===== config.mk =====
export PLATFORM = sky130hd
export DESIGN_NAME = instr_loader
export DESIGN_NICKNAME = d
export VERILOG_FILES = /design/src/rtl/sm_isa_pkg.sv /design/src/rtl/instr_encoder.sv /design/src/rtl/instr_loader.sv
export SDC_FILE = /design/constraint.sdc
export NUM_CORES = 1
export LEC_CHECK = 0
export BUFFER_PORTS_ARGS = -buffer_cell sky130_fd_sc_hd__buf_4
export CAP_MARGIN = 20
export CORE_MARGIN = 1.5
export CORE_UTILIZATION = 40
export DETAILED_ROUTE_END_ITERATION = 10
export GPL_TIMING_DRIVEN = 1
export PLACE_DENSITY = 0.67
export SLEW_MARGIN = 20
export SYNTH_ARGS = -nofsm -noshare
export SYNTH_HDL_FRONTEND = slang
export SYNTH_SLANG_ARGS = --single-unit
export TNS_END_PERCENT = 1

===== constraint.sdc =====
create_clock -name clk -period 3.7 [get_ports clk]
set_clock_uncertainty 0.15 [all_clocks]
set_input_delay 0.74 -clock clk [delete_from_list [all_inputs] [get_ports clk]]
set_output_delay 0.74 -clock clk [all_outputs]
set_load 0.01 [all_outputs]

===== src/rtl/sm_isa_pkg.sv =====
// Shared ISA definitions for the simple RISC datapath: opcode/op constants,
// loader mnemonic codes, instruction field bit positions and packing helpers.
package sm_isa_pkg;

   localparam logic [2:0] OPC_MOV  = 3'b110;
   localparam logic [2:0] OPC_ALU  = 3'b101;
   localparam logic [2:0] OPC_LDR  = 3'b011;
   localparam logic [2:0] OPC_STR  = 3'b100;
   localparam logic [2:0] OPC_HALT = 3'b111;

   localparam logic [1:0] OP_ZERO  = 2'b00;
   localparam logic [1:0] OP_MOVI  = 2'b10;
   localparam logic [1:0] OP_ADD   = 2'b00;
   localparam logic [1:0] OP_CMP   = 2'b01;
   localparam logic [1:0] OP_AND   = 2'b10;
   localparam logic [1:0] OP_MVN   = 2'b11;

   localparam logic [3:0] MN_MOVI  = 4'd0;
   localparam logic [3:0] MN_MOV   = 4'd1;
   localparam logic [3:0] MN_ADD   = 4'd2;
   localparam logic [3:0] MN_CMP   = 4'd3;
   localparam logic [3:0] MN_AND   = 4'd4;
   localparam logic [3:0] MN_MVN   = 4'd5;
   localparam logic [3:0] MN_LDR   = 4'd6;
   localparam logic [3:0] MN_STR   = 4'd7;
   localparam logic [3:0] MN_HALT  = 4'd8;

   localparam int OPC_LSB  = 13;
   localparam int OP_LSB   = 11;
   localparam int RN_LSB   = 8;
   localparam int RD_LSB   = 5;
   localparam int SH_LSB   = 3;
   localparam int RM_LSB   = 0;
   localparam int IMM8_LSB = 0;
   localparam int IMM5_LSB = 0;

   typedef enum logic [1:0] {
      ST_IDLE,
      ST_LOAD,
      ST_WRITE,
      ST_DONE
   } loader_state_t;

   // Register-register form: opcode, op, Rn, Rd, shift, Rm.
   function automatic logic [15:0] pack_reg(input logic [2:0] opc, input logic [1:0] op,
                                            input logic [2:0] rn, input logic [2:0] rd,
                                            input logic [1:0] sh, input logic [2:0] rm);
      logic [15:0] w;
      w = '0;
      w[OPC_LSB +: 3] = opc;
      w[OP_LSB  +: 2] = op;
      w[RN_LSB  +: 3] = rn;
      w[RD_LSB  +: 3] = rd;
      w[SH_LSB  +: 2] = sh;
      w[RM_LSB  +: 3] = rm;
      return w;
   endfunction

   // Immediate-move form: opcode, op, Rn, imm8 in the low byte.
   function automatic logic [15:0] pack_imm8(input logic [2:0] opc, input logic [1:0] op,
                                             input logic [2:0] rn, input logic [7:0] imm);
      logic [15:0] w;
      w = '0;
      w[OPC_LSB  +: 3] = opc;
      w[OP_LSB   +: 2] = op;
      w[RN_LSB   +: 3] = rn;
      w[IMM8_LSB +: 8] = imm;
      return w;
   endfunction

   // Load/store form: opcode, op, Rn, Rd, imm5 offset in the low bits.
   function automatic logic [15:0] pack_imm5(input logic [2:0] opc, input logic [1:0] op,
                                             input logic [2:0] rn, input logic [2:0] rd,
                                             input logic [4:0] imm);
      logic [15:0] w;
      w = '0;
      w[OPC_LSB  +: 3] = opc;
      w[OP_LSB   +: 2] = op;
      w[RN_LSB   +: 3] = rn;
      w[RD_LSB   +: 3] = rd;
      w[IMM5_LSB +: 5] = imm;
      return w;
   endfunction

endpackage


===== src/rtl/instr_encoder.sv =====
// Purely combinational field packer: turns a mnemonic plus raw fields into
// the 16-bit machine word, zeroing every field the mnemonic does not use.
module instr_encoder
   import sm_isa_pkg::*;
(
   input  logic [3:0]  mnem,
   input  logic [2:0]  rn,
   input  logic [2:0]  rd,
   input  logic [2:0]  rm,
   input  logic [1:0]  shift,
   input  logic [7:0]  imm8,
   input  logic [4:0]  imm5,
   output logic [15:0] word,
   output logic        legal,
   output logic        is_halt
);

   // Select the encoding form for the mnemonic; codes above HALT are illegal.
   always_comb begin
      word    = '0;
      legal   = 1'b1;
      is_halt = 1'b0;
      case (mnem)
         MN_MOVI: word = pack_imm8(OPC_MOV, OP_MOVI, rn, imm8);
         MN_MOV:  word = pack_reg(OPC_MOV, OP_ZERO, 3'b000, rd, shift, rm);
         MN_ADD:  word = pack_reg(OPC_ALU, OP_ADD, rn, rd, shift, rm);
         MN_CMP:  word = pack_reg(OPC_ALU, OP_CMP, rn, 3'b000, shift, rm);
         MN_AND:  word = pack_reg(OPC_ALU, OP_AND, rn, rd, shift, rm);
         MN_MVN:  word = pack_reg(OPC_ALU, OP_MVN, 3'b000, rd, shift, rm);
         MN_LDR:  word = pack_imm5(OPC_LDR, OP_ZERO, rn, rd, imm5);
         MN_STR:  word = pack_imm5(OPC_STR, OP_ZERO, rn, rd, imm5);
         MN_HALT: begin
            word    = pack_reg(OPC_HALT, OP_ZERO, 3'b000, 3'b000, 2'b00, 3'b000);
            is_halt = 1'b1;
         end
         default: legal = 1'b0;
      endcase
   end

endmodule


===== src/rtl/instr_loader.sv =====
// Program loader: accepts symbolic instructions, encodes them and writes the
// words to consecutive instruction-memory addresses until HALT or memory full.
module instr_loader
   import sm_isa_pkg::*;
#(
   parameter int          ADDR_W    = 8,
   parameter int unsigned BASE_ADDR = 0
) (
   input  logic              clk,
   input  logic              reset,
   input  logic              start,
   input  logic              in_valid,
   output logic              in_ready,
   input  logic [3:0]        mnem,
   input  logic [2:0]        rn,
   input  logic [2:0]        rd,
   input  logic [2:0]        rm,
   input  logic [1:0]        shift,
   input  logic [7:0]        imm8,
   input  logic [4:0]        imm5,
   output logic              mem_write,
   output logic [ADDR_W-1:0] mem_addr,
   output logic [15:0]       mem_dout,
   output logic              busy,
   output logic              done,
   output logic              err,
   output logic [ADDR_W:0]   count
);

   localparam logic [ADDR_W-1:0] ADDR_BASE = ADDR_W'(BASE_ADDR);
   localparam logic [ADDR_W-1:0] ADDR_LAST = {ADDR_W{1'b1}};

   loader_state_t     state, state_next;
   logic [ADDR_W-1:0] addr_next;
   logic [ADDR_W:0]   count_next;
   logic [15:0]       dout_next;
   logic              err_next;
   logic              halt_q, halt_next;

   logic [15:0]       enc_word;
   logic              enc_legal;
   logic              enc_halt;

   instr_encoder u_encoder (
      .mnem    (mnem),
      .rn      (rn),
      .rd      (rd),
      .rm      (rm),
      .shift   (shift),
      .imm8    (imm8),
      .imm5    (imm5),
      .word    (enc_word),
      .legal   (enc_legal),
      .is_halt (enc_halt)
   );

   // State, address, count, word and error registers; reset clears everything at once.
   always_ff @(posedge clk or posedge reset) begin
      if (reset) begin
         state    <= ST_IDLE;
         mem_addr <= ADDR_BASE;
         count    <= '0;
         mem_dout <= '0;
         err      <= 1'b0;
         halt_q   <= 1'b0;
      end else begin
         state    <= state_next;
         mem_addr <= addr_next;
         count    <= count_next;
         mem_dout <= dout_next;
         err      <= err_next;
         halt_q   <= halt_next;
      end
   end

   // Next-state logic; start overrides whatever the current state decided.
   always_comb begin
      state_next = state;
      addr_next  = mem_addr;
      count_next = count;
      dout_next  = mem_dout;
      err_next   = err;
      halt_next  = halt_q;
      case (state)
         ST_IDLE: ;
         ST_LOAD: begin
            if (in_valid) begin
               if (enc_legal) begin
                  dout_next  = enc_word;
                  halt_next  = enc_halt;
                  state_next = ST_WRITE;
               end else begin
                  err_next = 1'b1;
               end
            end
         end
         ST_WRITE: begin
            addr_next  = mem_addr + ADDR_W'(1);
            count_next = count + (ADDR_W+1)'(1);
            if (halt_q) begin
               state_next = ST_DONE;
            end else if (mem_addr == ADDR_LAST) begin
               err_next   = 1'b1;
               state_next = ST_DONE;
            end else begin
               state_next = ST_LOAD;
            end
         end
         ST_DONE: ;
         default: state_next = ST_IDLE;
      endcase
      if (start) begin
         state_next = ST_LOAD;
         addr_next  = ADDR_BASE;
         count_next = '0;
         err_next   = 1'b0;
      end
   end

   assign in_ready  = (state == ST_LOAD);
   assign mem_write = (state == ST_WRITE);
   assign busy      = (state == ST_LOAD) || (state == ST_WRITE);
   assign done      = (state == ST_DONE);

endmodule


==> qor.yml <==
drtPass1Iterations: 4
fin_util_pct: 54.9
grtUsageTotal_pct: 16.4
max_freq_mhz: 414
cpPeakStageDelay_ps: 540
setup_viol: 0
cts_setup_buffers: 0
core_area_um2: 4750
layout-drive-gt1-share_pct: 30.4
crit_fanout: 20
antenna_found_initial: 0
clk-insertion-delay-late_ps: 270
cts_buffer_depth: 2
syn_to_final_growth_pct: 30.7
drv_cap: 0
p_total_w: 0.00106
viasPerCell: 4.93
fp.dieH_um: 73.7
powerDensity_nw_per_um2: 405
start_kind: "primary input"
ys_types: 42
rsz0062_at_grt: "false"
cts.sinks: 37
cts_tree: "yes"
finalSetupTns_ps: 0
cp-end-kind: "register"
post_cts_resized: 0
synth_area_per_cell_um2: 9.84
syn-num-nets: 240
yosys.area.top_type: "dfrtp_1"
vias: 1662
cp_data_arrival_time_ps: 2430
worstSetupPathType: "in2reg"
dieWidth_um: 73.7
drc: 0
grt_max_degree: 38
synth_warnings: 0
place.gp.congestion: 0.775
cts_root_buf: "clkbuf_8"
hp-class: "reg2reg"
ys_ff_latch: 37
drv_slew: 0
grt_pass1_vias: 1520
io_buffers: 69
clk_pin_slew_worst_paths_ps: 60
status: "complete, no violations"
crit_path_top_delay_cell: "nand3_1"
grt_overflow: 0
place_inst: 329
dpl.hpwl_um: 3200
synth_area_um2: 2000
synth-seq-area-share_pct: 46.3
timing_hold_violations_final: 0
crit_family: "simple AND/OR/NAND/NOR gates"
critPathRequiredTime_ps: 3710
relSlewSlack_pct: 52.3
drt_iter0_drc: 48
worst_pin_slew_ps: 713
yosysTopAreaCellShare_pct: 46.3
ctsHoldBuffers: 0
synthTopCellsByArea: "dfrtp_1, nand2_1, o21ai_1, a21oi_1, mux2i_1"
synth_cells: 203
cts_max_level: 2
fin_cells: 337
routed_wl_um: 4270
rows: 25
final_area_um2: 2610
initial_utilization_pct: 42.0
grt_first_pass_wirelength_um: 6850
nets: 306
numCtsBuffers: 5
fin_crit_ps: 2420
cp_cell_sequence: "buf_4 -> o31ai_4 -> nand3_1 -> and3_4 -> mux2_4"
ant_nets: 0
crit_buf_inv: 1
post_drt_wl_per_cell_um: 12.7
diodes: 0
leakage_nw: 1.24
filler_cell_count: 464
vdd_drop_max_mv: 0.246
io_pins: 70
finalCritPeriodShare_pct: 65.3
placed_area_um2: 2530
die_area_um2: 5430
[worst paths after layout]
kind / slack (ps) / startpoint / end / depth (start not counted)
setup reg to reg: 1360 / state[1]$_DFFE_PP0P_ / state[1]$_DFFE_PP0P_ / 5
hold reg to reg: 340 / mem_dout[7]$_DFFE_PP0P_ / mem_dout[7]$_DFFE_PP0P_ / 2
hold / removal: 340 / mem_dout[7]$_DFFE_PP0P_ / mem_dout[7]$_DFFE_PP0P_ / 2
max in group asynchronous: 2660 / reset / mem_dout[7]$_DFFE_PP0P_ / 3
setup / recovery: 1280 / mnem[0] / state[1]$_DFFE_PP0P_ / 5
min in group asynchronous: 430 / reset / count[1]$_DFFE_PP0P_ / 3
[synthesized netlist by cell type (all sizes together)]
cell and number:
a21oi 15, a22o 5, a22oi 3, a31oi 1
a32o 1, a32oi 1, and3 3, and4 1
buf 8, clkbuf 3, dfrtp 37, ha 5
inv 9, mux2 6, mux2i 7, nand2 21
nand2b 2, nand3 5, nand4 5, nor2 19
nor3 1, nor4 2, o21a 2, o21ai 16
o22a 1, o22ai 3, o31a 1, o31ai 2
o32ai 1, or2 1, or3 4, xnor2 4
xor2 8
[worst reg2reg max path: stages (launching register included)]
cell	delay [ps]
dfrtp_1	410
inv_1	80
ha_1	310
nand3_1	570
and3_4	420
mux2_4	290
[layer usage]
layer  vias to the layer above  wire length, µm  track usage, %
met5                         -                0               0
met4                         0               52            6.58
met3                         4              177            3.57
met2                        36             2020            25.8
met1                       772             2020            22.0
li1                        850                -               -
[power breakdown]
part	internal (W)	total, W	switching (W)
combinational	0.000160	0.000300	0.000140
sequential	0.000462	0.000502	0.0000394
clock	0.000134	0.000256	0.000122
[placed cells by master, fill, tap and decap left out, types with 2 or more instances in the layout]
| cell | count |
|---|---|
| mux2i_1 | 7 |
| nand3_1 | 5 |
| and3_1 | 2 |
| ha_1 | 5 |
| nand2b_1 | 2 |
| dfrtp_1 | 37 |
| clkbuf_1 | 3 |
| nor2_1 | 18 |
| nor4_1 | 2 |
| o21a_1 | 2 |
| o21ai_1 | 15 |
| a22oi_1 | 3 |
| or3_1 | 4 |
| buf_4 | 70 |
| nand4_1 | 5 |
| mux2_1 | 5 |
| o22ai_1 | 3 |
| nand2_1 | 21 |
| xor2_1 | 8 |
| clkbuf_8 | 5 |
| a21oi_1 | 14 |
| inv_1 | 8 |
| a22o_1 | 5 |
| xnor2_1 | 4 |
[per-stage QoR]
step	worst slack, ps	hold slack [ps]
floorplan	1770	337
global placement	1010	322
detailed placement	967	330
CTS	1250	346
global route	1080	375
finish	1280	335
[cell type report]
cell class                 instances  area, µm²  area share [%]
inverter                           9       33.8            1.29
tap                               67       83.8            3.21
timing repair buffer              70        526            20.1
multi-input combinational        146        963            36.9
clock buffer                       8       80.1            3.07
sequential                        37        926            35.4
[kinds of logic (layout without fill, tap and decap cells)]
group                      count (synthesis)  in the layout  share of synthesized area, %
adders and majority gates                  5              5                          3.13
buffers and inverters                     20             87                          5.45
AOI/OAI and AO/OA                         52             52                          17.3
DFF                                       37             37                          46.3
and+or+nand+nor                           64             64                          15.4
muxes                                     13             13                          7.08
xor gates and xnor gates                  12             12                          5.26
[flip-flops by register name (all words and copies together) (netlist names)]
name / count
state: 2
halt_q: 1
count: 9
mem_dout: 16
err: 1
mem_addr: 8
Note: power is estimated with default switching activity, not from simulation.
